[config.mk]
export PLATFORM = sky130hd
export DESIGN_NAME = mfp_sonar_ranger
export DESIGN_NICKNAME = d
export VERILOG_FILES = /design/src/rtl/mfp_sonar_ranger.sv
export SDC_FILE = /design/constraint.sdc
export NUM_CORES = 1
export LEC_CHECK = 0
export CAP_MARGIN = 0
export CORE_UTILIZATION = 46
export CTS_CLUSTER_SIZE = 8
export DETAILED_ROUTE_END_ITERATION = 6
export SYNTH_ARGS = -nofsm -noshare
export SYNTH_HDL_FRONTEND = slang
export SYNTH_SLANG_ARGS = --single-unit
export TNS_END_PERCENT = 20
[constraint.sdc]
create_clock -name clk -period 3.7 [get_ports clk]
set_clock_uncertainty 0.2 [all_clocks]
set_input_delay 0.925 -clock clk [delete_from_list [all_inputs] [get_ports clk]]
set_output_delay 0.925 -clock clk [all_outputs]
set_load 0.05 [all_outputs]
[src/rtl/mfp_sonar_ranger.sv]
// mfp_sonar_ranger: periodic HC-SR04 trigger plus echo timer reporting whole centimetres for IO_Sonar
module mfp_sonar_ranger #(
    parameter int CLK_HZ     = 50_000_000,
    parameter int TRIG_US    = 10,
    parameter int PERIOD_MS  = 60,
    parameter int TIMEOUT_US = 30000,
    parameter int CM_US      = 58
) (
    input  logic        clk,
    input  logic        reset,
    input  logic        enable,
    input  logic        echo,
    output logic        trig,
    output logic [15:0] distance,
    output logic        valid,
    output logic        timeout,
    output logic        busy
);
    localparam int          US_CYC      = CLK_HZ / 1_000_000;
    localparam logic [31:0] TRIG_CYC    = TRIG_US * US_CYC;
    localparam logic [31:0] PERIOD_CYC  = PERIOD_MS * 1000 * US_CYC;
    localparam logic [31:0] TIMEOUT_CYC = TIMEOUT_US * US_CYC;
    localparam logic [31:0] CM_CYC      = CM_US * US_CYC;

    typedef enum logic [1:0] {IDLE, TRIG, WAIT_RISE, MEASURE} state_t;

    state_t      r_state, w_next;
    logic        r_echo_m, r_echo_s, r_echo_d;
    logic [31:0] r_period, r_timer, r_sub;
    logic [15:0] r_cm, w_cm_inc;
    logic        w_rise, w_fall, w_tout, w_done, w_res;

    always_comb begin
        w_rise   = r_echo_s & ~r_echo_d;
        w_fall   = ~r_echo_s & r_echo_d;
        w_tout   = r_timer == TIMEOUT_CYC - 1;
        w_cm_inc = (r_sub == CM_CYC - 1 && r_cm != 16'hFFFE) ? r_cm + 16'd1 : r_cm;
        w_next   = r_state;
        case (r_state)
            IDLE:      w_next = (enable && r_period == '0) ? TRIG : IDLE;
            TRIG:      w_next = (r_timer == TRIG_CYC - 1) ? WAIT_RISE : TRIG;
            WAIT_RISE: w_next = w_rise ? MEASURE : (w_tout ? IDLE : WAIT_RISE);
            MEASURE:   w_next = (w_fall || w_tout) ? IDLE : MEASURE;
            default:   w_next = IDLE;
        endcase
        w_done = r_state == MEASURE && w_fall;
        w_res  = (r_state == WAIT_RISE || r_state == MEASURE) && w_next == IDLE;
    end

    assign busy = r_state != IDLE;

    // distance takes the count including the final cycle, so it equals floor(width/CM_CYC)
    always_ff @(posedge clk) begin
        if (reset) begin
            r_state  <= IDLE;
            r_echo_m <= 1'b0;
            r_echo_s <= 1'b0;
            r_echo_d <= 1'b0;
            r_period <= '0;
            r_timer  <= '0;
            r_sub    <= '0;
            r_cm     <= '0;
            trig     <= 1'b0;
            distance <= '0;
            valid    <= 1'b0;
            timeout  <= 1'b0;
        end else begin
            r_state  <= w_next;
            r_echo_m <= echo;
            r_echo_s <= r_echo_m;
            r_echo_d <= r_echo_s;
            trig     <= w_next == TRIG;
            r_period <= (r_state == IDLE && w_next == TRIG) ? PERIOD_CYC - 1 :
                        (r_period != '0) ? r_period - 1 : '0;
            r_timer  <= (w_next != r_state || r_state == IDLE) ? '0 : r_timer + 1;
            r_sub    <= (r_state != MEASURE) ? '0 : (r_sub == CM_CYC - 1) ? '0 : r_sub + 1;
            r_cm     <= (r_state != MEASURE) ? '0 : w_cm_inc;
            valid    <= w_res;
            distance <= w_res ? (w_done ? w_cm_inc : 16'hFFFF) : distance;
            timeout  <= w_res ? ~w_done : timeout;
        end
    end
endmodule
# Word level (Yosys, flattened, before mapping)
# Cells that the tools add are included.
[classes]
n_reduce_logical = 17
bitwise = 6
multipliers = 0
order_cmp = 0
shift = 0
n_div = 0
n_addsub = 4
n_eq_ne = 10
n_mux = 10
[op_table]
columns = ["cell", "n"]
rows = [
  ["32-bit by 1-bit adder with 32-bit output, second input constant", 2],
  ["22-bit 2-to-1 mux", 2],
  ["32-bit by 12-bit equality test with 1-bit output, second input constant", 1],
  ["32-bit by 21-bit equality test with 1-bit output, second input constant", 1],
  ["32-bit by 9-bit equality test with 1-bit output, second input constant", 1],
  ["32-bit zero test", 1],
  ["16-bit 2-to-1 mux", 2],
  ["32-bit nonzero test", 1],
  ["32-bit by 1-bit subtractor with 32-bit output, second input constant", 1],
  ["16-bit by 1-bit adder with 16-bit output, second input constant", 1],
  ["16-bit inequality test, second input constant", 1],
  ["2-bit 2-to-1 mux", 4],
  ["2-bit case mux with 4 select lines", 1],
  ["3-bit OR reduction", 2],
  ["1-bit logical AND", 5],
  ["2-bit by 1-bit equality test with 1-bit output, second input constant", 2],
  ["2-bit equality test, second input constant", 2],
  ["2-bit zero test", 2],
  ["1-bit NOT", 4],
  ["2-bit OR reduction", 2],
  ["1-bit logical OR", 3],
  ["1-bit bitwise AND", 2],
  ["2-bit inequality test", 1],
  ["2-bit inequality test, second input constant", 1],
  ["2 further kinds", 2],
]
[totals]
latch_bits = 0
wordCells = 60
n_memories = 0
rom_bits = 0
ram_bits = 0
in_bits = 4
register_bits = 136

# Longest topological paths before layout
# Gate-level depths: netlist of run 1.
[depth]
ltp_word = 8
mapped_depth = 9
ltp_nobuf = 7

# Least setup slack after synthesis of run 1
# No wires, ideal clock.
[synth_timing]
path_kind = "reg-to-reg"
startpoint = "register r_timer[0]"
endpoint = "register distance[13]"
n_path_buf = 1
stages_incl_launch_ff = 8
setup_slack_ns = 1.298
setup_time_ns = 0.078
period_less_slack_ns = 2.402
t_arrival_ns = 2.124
path_cell_list = "dfxtp_1 ha_1 nand3_2 or4_4 nor4_4 buf_6 nor3_1 nor3_1"
[synth_between]
elab_chain_len = 6
elab_cells_between_ends = 10
[synth_lines]
columns = ["element", "line", "rtl"]
rows = [
  ["start, declared", "29", "logic [31:0] r_period, r_timer, r_sub;"],
  ["start signal, assigned", "75", "r_timer <= (w_next != r_state || r_state == IDLE) ? '0 : r_timer + 1;"],
  ["32-bit by 21-bit equality test with 1-bit output", "36", "w_tout = r_timer == TIMEOUT_CYC - 1;"],
  ["2-bit 2-to-1 mux / 1-bit logical OR (equally long branches)", "42, 43", ""],
  ["2-bit 2-to-1 mux, on equally long branches", "42, 43", ""],
  ["2-bit case mux with 4 select lines (*)", "39", "case (r_state)"],
  ["2-bit zero test (*)", "47", "w_res = (r_state == WAIT_RISE || r_state == MEASURE) && w_next == IDLE;"],
  ["1-bit logical AND (*)", "47", ""],
  ["end signal, assigned", "79", "distance <= w_res ? (w_done ? w_cm_inc : 16'hFFFF) : distance;"],
  ["end, declared", "14", "output logic [15:0] distance,"],
]
# Mark *: on every way between the ends. The rest lies on a longest branch, timed or not.
# A chain may end at the register's enable or synchronous reset.

# Final worst setup path of run 1
[layout_timing]
startpoint = "register r_state[1]"
endpoint = "output port busy"
[layout_between]
elab_chain_len = 1
[layout_lines]
columns = ["element", "line", "rtl"]
rows = [
  ["start, declared", "27", "state_t r_state, w_next;"],
  ["start signal, assigned", "68", "r_state <= w_next;"],
  ["2-bit nonzero test", "50", "assign busy = r_state != IDLE;"],
  ["end, declared", "17", "output logic busy"],
]
# No other way between the ends.

==> results of run 1 <==
## registers in the layout (all words and copies together), names as in the netlist
name,count
r_period,32
valid,1
r_cm,16
trig,1
r_timer,32
r_sub,32
r_echo_s,1
timeout,1
r_echo_d,1
r_state,2
distance,16
r_echo_m,1
## final timing paths
path | slack [ns] | startpoint | cells after the start | end
hold reg to reg | 0.23 | r_echo_m | 1 | r_echo_s
setup / recovery | 0.67 | r_state[1] | 2 | busy
hold / removal | 0.23 | r_echo_m | 1 | r_echo_s
setup reg to reg | 0.73 | r_period[19] | 6 | r_period[7]
## cell usage after synthesis (16+ instances only)
| cell | count |
|---|---|
| dfxtp_1 | 136 |
| nor2_1 | 106 |
| xnor2_1 | 58 |
| nor3_1 | 36 |
| nand2_1 | 32 |
| nand3_1 | 31 |
| xor2_1 | 28 |
| nand4_1 | 27 |
| nor4_1 | 25 |
| o31ai_1 | 25 |
| a21oi_1 | 22 |
| clkbuf_1 | 21 |
| or4_1 | 18 |
| inv_1 | 16 |
## critical path, cell delays in order, from the launching register on
cell and delay [ns]:
dfxtp_1 0.48, or2_2 0.20, clkdlybuf4s50_1 0.82
## through the flow
step	area (µm²)	hold WS [ns]	util (%)	setup slack, ns	total power [mW]
finish	7171	0.2349	54.15	0.6656	4.615
global route	7171	0.2606	54.15	0.4833	4.877
CTS	7171	0.2484	54.15	0.6723	4.668
detailed placement	6609	0.2341	49.91	0.6865	3.050
global placement	6609	0.2159	49.91	0.7505	2.980
floorplan	6252	0.2138	-	1.298	2.811
## cells by family (layout without fill, tap and decap cells)
group | after synthesis | after routing | share of synthesized area [%]
buf+inv | 52 | 79 | 3.802
fa+ha+maj | 6 | 6 | 1.201
xor+xnor | 86 | 86 | 12.05
simple gates | 340 | 340 | 29.24
compound gates | 93 | 93 | 10.17
flops | 136 | 136 | 43.55
## power by group through the flow
stage	clock network [mW]	registers, mW	logic, mW
2_1_floorplan	0	1.78	1.03
3_3_place_gp	0	1.79	1.19
3_5_place_dp	0	1.80	1.25
4_1_cts	1.64	1.77	1.25
5_1_grt	1.69	1.80	1.38
6_report	1.60	1.78	1.24
## cell usage in the layout, fill, tap and decap left out, drive strengths merged, types with 25 or more instances in the layout
cell type  netlist  final
xor2            28     28
nand4           27     27
nor2           106    106
nor4            27     27
nand3           32     32
dfxtp          136    136
nand2           32     32
nor3            36     36
o31ai           25     25
xnor2           58     58
clkbuf          21     28
## area by class of cell
class | count | area [µm²]
clock buffers | 28 | 526.8
flip-flops and latches | 136 | 2723
well taps | 176 | 220.2
inverters | 16 | 60.06
clock inverters | 2 | 35.03
multi-input cells | 525 | 3301
repair buffers | 33 | 305.3
fillers | 1297 | 6072
## metal layers
layer  vias to the layer above  GRT usage, %  part of all wire, %
met5                         -             0                    0
met4                         0         8.861                  1.1
met3                        10         5.647                  3.4
met2                        87         32.57                   47
met1                      2426         26.43                   49
li1                       2600             -                    -
==> results.ini, run 1 <==
[timing]
tightest_slew_ns=1.176
finalHoldViolations=0
fmax_mhz=329.6
rsz0062_at_grt=no
relSlewSlack_pct=21.16
min_period_ns=3.034
maxSlewViolCount=0
fin_tns_setup_ns=0
finalCritPeriodShare_pct=82.01
finalSetupViolCount=0

[clock_tree]
clkTransAtPathRegs_ns=0.05
cts_resized=0
cts_tree=done
htree_levels=4
cts_hold_buf=0
post_cts_buffers=0
root_buffer=clkbuf_16
cts_sinks=136
worstSkewPairLatency_ns=0.42
cts.path.max_buffers=2
numCtsBuffers=17

[finish]
antenna_cells=0
nets=739
final_cells=916
drive_gt1_share_pct=8.378
syn_to_final_growth_pct=14.69

[global_route]
overflow=0
grt_max_degree=38
antenna_found_initial=0
grt.total_usage_pct=20.65
grt_pass1_vias=4968
grt_pass1_wl_um=23430

[floorplan]
dieArea_um2=14060
die_height_um=118.6
die_w_um=118.6
core_area_um2=13240
rows=42
start_util_pct=47.21
pin_count=24

[setup_path]
cp-start-kind=flop
critPathMaxFanout=9
crit_type=flop to output port
cp.arrival_ns=1.91
cp-end-kind=output port
crit_required_ns=2.57

[yosys]
synth-seq-cells=136
synth_edf_count=0
yosys_warnings=0
ys_types=48
synth_top_cell_area_share_pct=43.55
synth.largest_area_cell=dfxtp_1
synth.net_count=723
avgSynthCellArea_um2=8.769
syn_inst=713
synth.area.top_cells=dfxtp_1 44%, xnor2_1 8.1%, nor2_1 6.4%
synthFlopType=dfxtp_1
ys_seq_area_share_pct=43.55
synthesis.area_um2=6252
synthArstFlopShare_pct=0

[power_and_ir_drop]
seqPwrFrac_pct=38.5
pwr-share-clk_pct=34.7
swShare_pct=31.06
p_leak_nw=2.247
power.switching_mw=1.433
p_int_mw=3.182
ir_drop_mv=0.3057
p_per_area_nw_per_um2=643.6
pwr-share-comb_pct=26.8

[place]
dp_cells=886
port_buffers=23
place_congestion=0.8538
post-dp-hpwl_um=9063

[route]
viasPerCell=5.593
routed_wl_um=13420
drtIter0Drc=365
avgRoutedWirePerCell_um=14.65
vias=5123
drtAntennaViolNets=0
drtPass1Iterations=4
drc=0

[hold_path]
hp-class=flop to flop

[job]
cap_violations=0

[outcome]
outcome=finished clean

Note: power is estimated with default switching activity, not from simulation.
==> inputs of run 2 (changes only) <==
Settings changed: PLACE_DENSITY from default to 0.65.
Clock period 3.7 ns to 2.6 ns, I/O delays scaled along.
==> results.ini, run 2 (synthesis results as in run 1) <==
[finish]
ff_latch_area_um2=2723
layout_commonest_cell=dfxtp_1
multi_input_area_um2=3331
antenna_cells=0
syn_to_final_growth_pct=18.15
nets=759
fillCellCount=1248
drive_gt1_share_pct=11.94
design_area_um2=7387
layout_common_cells=136 x dfxtp_1, 106 x nor2_1, 58 x xnor2_1
reg_top3=r_period (32), r_sub (32), r_timer (32)

[route]
drtPass1Iterations=4
viasPerCell=5.559
drtIter0Drc=323
routed_wl_um=13630
drc=0
drtAntennaViolNets=0
avgRoutedWirePerCell_um=14.53
vias=5214

[clock_tree]
cts_tree=done
cts_sinks=136
root_buffer=clkbuf_16
post_cts_buffers=0
cts.path.max_buffers=2
worstSkewPairLatency_ns=0.42
clkTransAtPathRegs_ns=0.06
htree_levels=4
numCtsBuffers=17

[floorplan]
pin_count=24
dieArea_um2=14060
core_area_um2=13240
die_height_um=118.6
rows=42
start_util_pct=47.21
die_w_um=118.6

[place]
place_ws_ns=0.08427
port_buffers=23
placed_cell_area_um2=6794
place_congestion=0.8085
post-dp-hpwl_um=9259

[setup_path]
path_cells=clkdlybuf4s50_1
regToRegEndpoint=r_period[28]
cp.depth=1
crit_required_ns=1.75
critical_path_buf_inv_count=1
rrSetupSlack_ns=0.15
endpoint=distance[0]
timing.rr.start=r_period[0]
rr_worst_depth=7
cp.arrival_ns=1.61
crit_start=distance[0]
crit_type=flop to output port
critPathMaxStageDelay_ns=0.83
cp-start-kind=flop
cp-end-kind=output port
critPathSlowestCell=clkdlybuf4s50_1
critPathMaxFanout=2
critPathTopFamily=buffers and inverters

[global_route]
grt_pass1_vias=5086
antenna_found_initial=0
grt_max_degree=37
grt_pass1_wl_um=23490
overflow=0
grt.total_usage_pct=20.56

[timing]
rsz0062_at_grt=no
fin_ws_ns=0.1417
finalHoldViolations=0
maxSlewViolCount=0
holdWs_ns=0.2320
finalSetupViolCount=0
tightest_slew_ns=0.5593
fmax_mhz=406.8
fin_tns_setup_ns=0
min_period_ns=2.458
relSlewSlack_pct=62.42
finalCritPeriodShare_pct=94.55

[power_and_ir_drop]
p_leak_nw=2.359
ir_drop_mv=0.5358
p_per_area_nw_per_um2=908.5

[hold_path]
hp-class=flop to flop

[outcome]
outcome=finished clean

[job]
cap_violations=0

## run 2: changes by cell type in the layout (fill, tap and decap cells not counted), sizes merged
cell	change
clkinv	+2
buf	+21
clkdlybuf4s50	-1
clkbuf	-3
clkinvlp	+3
## run 2: metrics by stage
stage | util [%] | std cells | power, mW
finish | 55.78 | 938 | 6.711
global placement | 51.30 | 906 | 4.338
detailed placement | 51.30 | 906 | 4.438
global route | 55.78 | 938 | 7.063
floorplan | - | 713 | 4.000
CTS | 55.56 | 938 | 6.755
## run 2: final cells by class
type | count | share of cell area, %
Timing Repair Buffer | 53 | 6.640
Clock buffer | 25 | 6.707
Sequential cell | 136 | 36.86
Inverter | 16 | 0.8130
Clock inverter | 7 | 0.9146
Multi-Input combinational cell | 525 | 45.09
Tap cell | 176 | 2.981
## run 2: worst min-delay path by stage
stage,startpoint,to,slack (ns),depth (start not counted)
2_1_floorplan,r_echo_m,r_echo_s,0.21,1
3_3_place_gp,r_echo_m,r_echo_s,0.22,1
3_5_place_dp,r_echo_m,r_echo_s,0.22,1
4_1_cts,r_echo_m,r_echo_s,0.24,1
5_1_grt,r_echo_m,r_echo_s,0.26,1
6_report,r_echo_m,r_echo_s,0.23,1
## run 2: power breakdown
part	leakage [nW]	switching, mW	internal (mW)	total, mW
sequential	1.10	0.213	2.32	2.53
clock	0.269	0.887	1.41	2.30
combinational	0.991	1.04	0.843	1.88
## run 2: layer usage
layer	vias up	GRT usage (%)	part of all wire, %	wire, µm
met3	15	5.454	3.5	473
met5	-	0	0	0
li1	2637	-	-	-
met1	2490	25.92	47	6442
met2	72	33.74	48	6529
met4	0	7.199	1.3	183
## run 2: repair_timing
| item | 4_1_cts | 5_1_grt |
|---|---|---|
| gates resized for setup | 0 | 6 |
| endpoints found under the setup margin | 0 | 51 |
| hold buffers | 0 | 0 |
